--- src/rtl/pipe_ctrl.sv ---
`default_nettype none
// ============================================================================
// Module   : pipe_ctrl
// Purpose  : 5-stage pipeline sequencer: stage valids, allow-in chain,
//            instruction-fetch FSM, load-use stall and jump/branch squash.
// Revision : 1.0 - initial release
// ============================================================================
module pipe_ctrl #(
    parameter int CNT_W  = 16,
    parameter int REG_AW = 5
) (
    input  logic              clk_i,
    input  logic              rst_ni,
    output logic              inst_req_o,
    input  logic              inst_addr_ok_i,
    input  logic              inst_data_ok_i,
    output logic              pc_en_o,
    output logic              ctl_if_over_o,
    output logic              ctl_id_allow_in_o,
    output logic              ctl_jbr_taken_o,
    input  logic [REG_AW-1:0] id_rs1_i,
    input  logic [REG_AW-1:0] id_rs2_i,
    input  logic              id_use_rs1_i,
    input  logic              id_use_rs2_i,
    input  logic [REG_AW-1:0] ex_rd_i,
    input  logic              ex_is_load_i,
    input  logic              ex_over_i,
    input  logic              mem_over_i,
    input  logic              jbr_taken_i,
    output logic              id_valid_o,
    output logic              ex_valid_o,
    output logic              mem_valid_o,
    output logic              wb_valid_o,
    output logic [CNT_W-1:0]  stall_cnt_o
);

    localparam logic [1:0] c_IDLE   = 2'd0;
    localparam logic [1:0] c_WAIT   = 2'd1;
    localparam logic [1:0] c_HOLD   = 2'd2;
    localparam logic [1:0] c_CANCEL = 2'd3;

    logic [1:0]       r_state;
    logic             r_id_valid;
    logic             r_ex_valid;
    logic             r_mem_valid;
    logic             r_wb_valid;
    logic [CNT_W-1:0] r_stall_cnt;

    logic w_flush;
    logic w_load_use;
    logic w_rs1_hit;
    logic w_rs2_hit;
    logic w_mem_allow;
    logic w_ex_allow;
    logic w_id_over;
    logic w_id_allow;
    logic w_if_over;
    logic w_req;

    assign w_flush     = r_ex_valid && jbr_taken_i;
    assign w_rs1_hit   = id_use_rs1_i && (id_rs1_i == ex_rd_i);
    assign w_rs2_hit   = id_use_rs2_i && (id_rs2_i == ex_rd_i);
    assign w_load_use  = r_ex_valid && ex_is_load_i && (ex_rd_i != '0) && (w_rs1_hit || w_rs2_hit);

    assign w_mem_allow = !r_mem_valid || mem_over_i;
    assign w_ex_allow  = !r_ex_valid || (ex_over_i && w_mem_allow);
    assign w_id_over   = r_id_valid && !w_load_use;
    assign w_id_allow  = !r_id_valid || (w_id_over && w_ex_allow);

    assign w_req = (r_state == c_IDLE);

    always_comb begin
        w_if_over = 1'b0;
        case (r_state)
            c_WAIT:  w_if_over = inst_data_ok_i && !w_flush;
            c_HOLD:  w_if_over = !w_flush;
            default: w_if_over = 1'b0;
        endcase
    end

    always_ff @(posedge clk_i or negedge rst_ni) begin
        if (!rst_ni) begin
            r_state <= c_IDLE;
        end else begin
            case (r_state)
                c_IDLE: begin
                    if (inst_addr_ok_i) begin
                        r_state <= w_flush ? c_CANCEL : c_WAIT;
                    end
                end
                c_WAIT: begin
                    if (inst_data_ok_i) begin
                        r_state <= (w_flush || w_id_allow) ? c_IDLE : c_HOLD;
                    end else if (w_flush) begin
                        r_state <= c_CANCEL;
                    end
                end
                c_HOLD: begin
                    if (w_id_allow || w_flush) begin
                        r_state <= c_IDLE;
                    end
                end
                default: begin
                    // wrong-path response is swallowed here
                    if (inst_data_ok_i) begin
                        r_state <= c_IDLE;
                    end
                end
            endcase
        end
    end

    always_ff @(posedge clk_i or negedge rst_ni) begin
        if (!rst_ni) begin
            r_id_valid  <= 1'b0;
            r_ex_valid  <= 1'b0;
            r_mem_valid <= 1'b0;
            r_wb_valid  <= 1'b0;
        end else begin
            if (w_flush) begin
                r_id_valid <= 1'b0;
            end else if (w_id_allow) begin
                r_id_valid <= w_if_over;
            end
            // the branch itself advances; only the instruction behind it dies
            if (w_ex_allow) begin
                r_ex_valid <= w_id_over && !w_flush;
            end
            if (w_mem_allow) begin
                r_mem_valid <= r_ex_valid && ex_over_i;
            end
            r_wb_valid <= r_mem_valid && mem_over_i;
        end
    end

    always_ff @(posedge clk_i or negedge rst_ni) begin
        if (!rst_ni) begin
            r_stall_cnt <= '0;
        end else if (r_id_valid && !w_id_allow && !w_flush && !(&r_stall_cnt)) begin
            r_stall_cnt <= r_stall_cnt + 1'b1;
        end
    end

    assign inst_req_o        = w_req;
    assign pc_en_o           = w_req && inst_addr_ok_i;
    assign ctl_if_over_o     = w_if_over;
    assign ctl_id_allow_in_o = w_id_allow;
    assign ctl_jbr_taken_o   = w_flush;
    assign id_valid_o        = r_id_valid;
    assign ex_valid_o        = r_ex_valid;
    assign mem_valid_o       = r_mem_valid;
    assign wb_valid_o        = r_wb_valid;
    assign stall_cnt_o       = r_stall_cnt;

endmodule
`default_nettype wire

--- config.mk ---
export PLATFORM = sky130hd
export DESIGN_NAME = pipe_ctrl
export DESIGN_NICKNAME = d
export VERILOG_FILES = /design/src/rtl/pipe_ctrl.sv
export SDC_FILE = /design/constraint.sdc
export NUM_CORES = 1
export LEC_CHECK = 0
export CORE_MARGIN = 10
export CORE_UTILIZATION = 46
export DETAILED_ROUTE_END_ITERATION = 12
export GPL_TIMING_DRIVEN = 0
export PLACE_DENSITY = 0.82
export SYNTH_ARGS = -nofsm -noshare
export SYNTH_HDL_FRONTEND = slang
export SYNTH_SLANG_ARGS = --single-unit
--- constraint.sdc ---
create_clock -name clk_i -period 5.79 [get_ports clk_i]
set_input_delay 0.579 -clock clk_i [delete_from_list [all_inputs] [get_ports clk_i]]
set_output_delay 0.579 -clock clk_i [all_outputs]
set_load 0.1 [all_outputs]
==> results.py <==
metrics = {
    "placed_design": {
        "io_buffers": 49,
        "dp_hpwl_um": 2730,
        "gp_congestion": 0.795,
        "dpl.cell_count": 207,
    },
    "power": {
        "p_clk_share_pct": 15.2,
        "power_frac_comb_pct": 58.5,
        "power.density_nw_per_um2": 405,
        "p_int_mw": 0.374,
        "power_frac_seq_pct": 26.3,
        "leakage_nw": 0.803,
        "swShare_pct": 50.5,
        "ir_drop_v": 0.000414,
        "p_switching_mw": 0.383,
    },
    "synth": {
        "synth_ff_type": "dfrtp_1",
        "yosys_register_bits": 22,
        "netlist_instances": 127,
        "synth_warnings": 0,
        "synth_edf_count": 0,
        "async_flop_share_pct": 100,
        "syn_area_per_cell_um2": 10.1,
        "yosysUniqueCellTypes": 33,
        "synthesis.nets": 156,
        "synth_largest_area_cell": "dfrtp_1",
        "syn_area_um2": 1290,
        "synth_most_common_cell": "dfrtp_1",
        "yosysSeqAreaShare_pct": 42.8,
        "synthTopCellsByArea": "dfrtp_1 43%, xnor2_1 14%, nand2_1 4.7%, ha_1 3.9%, nand4_1 3.9%",
        "synthTopCellsByCount": "22 x dfrtp_1, 21 x xnor2_1, 16 x nand2_1",
        "synth.top_cell.area_share_pct": 42.8,
    },
    "grt": {
        "grt_pass1_wl_um": 5530,
        "antenna_found_initial": 0,
        "first_global_vias": 1214,
        "grt_max_degree": 23,
        "grt-ovfl-total": 0,
        "grt_usage_pct": 12.7,
    },
    "detailed_routing": {
        "drc": 0,
        "viasPerCell": 5.32,
        "drtAntennaViolNets": 0,
        "drtIter0Drc": 40,
        "dr.pass1.iters": 4,
        "routed-via-count": 1123,
        "wl_per_cell_um": 15.5,
        "wirelength_um": 3270,
    },
    "sta": {
        "worst_pin_slew_ns": 0.997,
        "rsz0062_at_grt": "false",
        "finClkSkew_ns": 0.0112,
        "timing.fmax_ghz": 0.256,
        "maxSlewViolCount": 0,
        "fin_setup_tns_ns": 0,
        "max_slew_margin_pct": 33.3,
        "fin_crit_ns": 3.90,
        "setup_viol": 0,
        "timing.final.crit_share_pct": 67.4,
        "finalHoldViolations": 0,
    },
    "critical_path": {
        "worst-path-buf-inv": 2,
        "reg2reg_depth": 9,
        "crit_path_end_kind": "output port",
        "crit_path_frequent_cell": "clkdlybuf4s50_1",
        "crit_start": "ex_rd_i[1]",
        "r2r_setup_slack_ns": 3.67,
        "reg2reg_to": "stall_cnt_o[4]$_DFFE_PN0P_",
        "worstSetupPathType": "in -> out",
        "cp_slowest_cell": "clkdlybuf4s50_1",
        "cp_max_fo": 6,
        "path_depth": 6,
        "path_cells": "clkdlybuf4s50_1, or3_1, o311a_1, a21boi_4, nand2b_1, clkdlybuf4s50_1",
        "rr_startpoint": "stall_cnt_o[0]$_DFFE_PN0P_",
        "endpoint": "ctl_id_allow_in_o",
        "slowest_delay_ns": 1.14,
        "crit_family": "buffers and inverters",
        "critPathArrivalTime_ns": 3.32,
        "cp.required_ns": 5.21,
        "cp-start-kind": "primary input",
    },
    "floorplanning": {
        "core_um2": 2710,
        "die_x_um": 72.9,
        "boundaryPins": 50,
        "rows": 19,
        "die_y_um": 72.9,
        "die_area_um2": 5310,
        "initial_utilization_pct": 47.5,
    },
    "finish": {
        "syn_to_final_growth_pct": 45.2,
        "drive_above_1_share_pct": 8.33,
        "fin_cells": 211,
        "num_antenna_cells": 0,
        "finalNetCount": 210,
    },
    "clock_tree": {
        "cts_made_buffers": 3,
        "cts.htree.levels": 1,
        "clkTransAtPathRegs_ns": 0.12,
        "postCtsHoldBufs": 0,
        "cts.path.max_buffers": 2,
        "cts_sinks": 22,
        "cts_setup_buffers": 0,
        "postCtsResizedCells": 0,
        "insertion_delay_ns": 0.31,
        "cts_tree": "yes",
        "root_buffer": "clkbuf_4",
    },
    "status": {
        "status": "complete, no violations",
    },
    "hold_path": {
        "hp-class": "reg -> reg",
    },
    "flow_run": {
        "maxCapViolations": 0,
    },
}
[power by group through the flow]
stage	clock network, mW	registers [mW]	logic [mW]
2_1_floorplan	0	0.321	0.216
3_3_place_gp	0	0.201	0.435
3_5_place_dp	0	0.203	0.446
4_1_cts	0.120	0.200	0.447
5_1_grt	0.126	0.204	0.471
6_report	0.115	0.199	0.443
[registers in the layout, indices dropped and copies added (netlist names)]
| register | count |
|---|---|
| ex_valid_o | 1 |
| mem_valid_o | 1 |
| wb_valid_o | 1 |
| id_valid_o | 1 |
| r_state | 2 |
| stall_cnt_o | 16 |
[worst min-delay path by stage]
stage	depth (start not counted)	from	endpoint	slack, ns
floorplan	0	rst_ni	ex_valid_o$_DFFE_PN0N_	0.28
global placement	1	stall_cnt_o[7]$_DFFE_PN0P_	stall_cnt_o[7]$_DFFE_PN0P_	0.48
detailed placement	1	stall_cnt_o[8]$_DFFE_PN0P_	stall_cnt_o[8]$_DFFE_PN0P_	0.48
CTS	1	stall_cnt_o[8]$_DFFE_PN0P_	stall_cnt_o[8]$_DFFE_PN0P_	0.50
global route	1	stall_cnt_o[10]$_DFFE_PN0P_	stall_cnt_o[10]$_DFFE_PN0P_	0.53
finish	1	stall_cnt_o[8]$_DFFE_PN0P_	stall_cnt_o[8]$_DFFE_PN0P_	0.50
[layer usage]
| metal | GRT usage, % | routed length [um] | vias up | share of wire (%) |
|---|---|---|---|---|
| met5 | 0 | 0 | - | 0 |
| met4 | 3.16 | 9 | 0 | 0.28 |
| met3 | 5.17 | 338 | 2 | 10 |
| met2 | 20.9 | 1460 | 44 | 45 |
| met1 | 15.0 | 1460 | 532 | 45 |
| li1 | - | - | 545 | - |
[area by class of cell]
class | count | area [um^2]
sequential | 22 | 551
clock inverter | 1 | 30.0
fill | 220 | 842
inverter | 6 | 22.5
buffer | 2 | 15.0
timing repair buffer | 49 | 490
clock buffer | 3 | 22.5
multi-input combinational | 97 | 698
tap | 31 | 38.8
[layout by cell type, fill, tap and decap left out, types with 2 or more instances in the layout]
| cell | netlist | layout |
|---|---|---|
| o21ai_0 | 2 | 2 |
| clkbuf_4 | 0 | 3 |
| and3_1 | 4 | 4 |
| clkdlybuf4s50_1 | 0 | 49 |
| nand3_1 | 4 | 4 |
| a21oi_1 | 4 | 4 |
| nand4_1 | 8 | 8 |
| o22ai_1 | 2 | 2 |
| nand2b_1 | 3 | 3 |
| ha_1 | 4 | 4 |
| xor2_1 | 4 | 4 |
| nand2_1 | 16 | 16 |
| dfrtp_1 | 22 | 22 |
| xnor2_1 | 21 | 21 |
| nor2_1 | 5 | 5 |
| and2_1 | 4 | 4 |
| inv_1 | 6 | 6 |
[logic make-up (layout without fill, tap and decap cells)]
family                   Yosys count  in the layout  synth area share, %
AO/OA/AOI/OAI                     16             16                 11.2
XOR/XNOR                          25             25                 17.0
adder cells (fa/ha/maj)            4              4                 3.89
buffers and inverters              8             61                 2.92
flip-flops                        22             22                 42.8
multiplexers                       1              1                0.875
AND/OR/NAND/NOR                   51             51                 21.3
[stage by stage]
step	utilization [%]	setup WS, ns	hold WS (ns)	area (um^2)	total power, mW
6_report	68.9	1.89	0.497	1870	0.757
5_1_grt	68.9	1.83	0.533	1870	0.801
4_1_cts	68.9	1.87	0.504	1870	0.767
3_5_place_dp	67.0	1.87	0.484	1820	0.649
3_3_place_gp	67.0	1.89	0.476	1820	0.636
2_1_floorplan	-	2.81	0.283	1290	0.536
(Power assumes the default switching activity.)
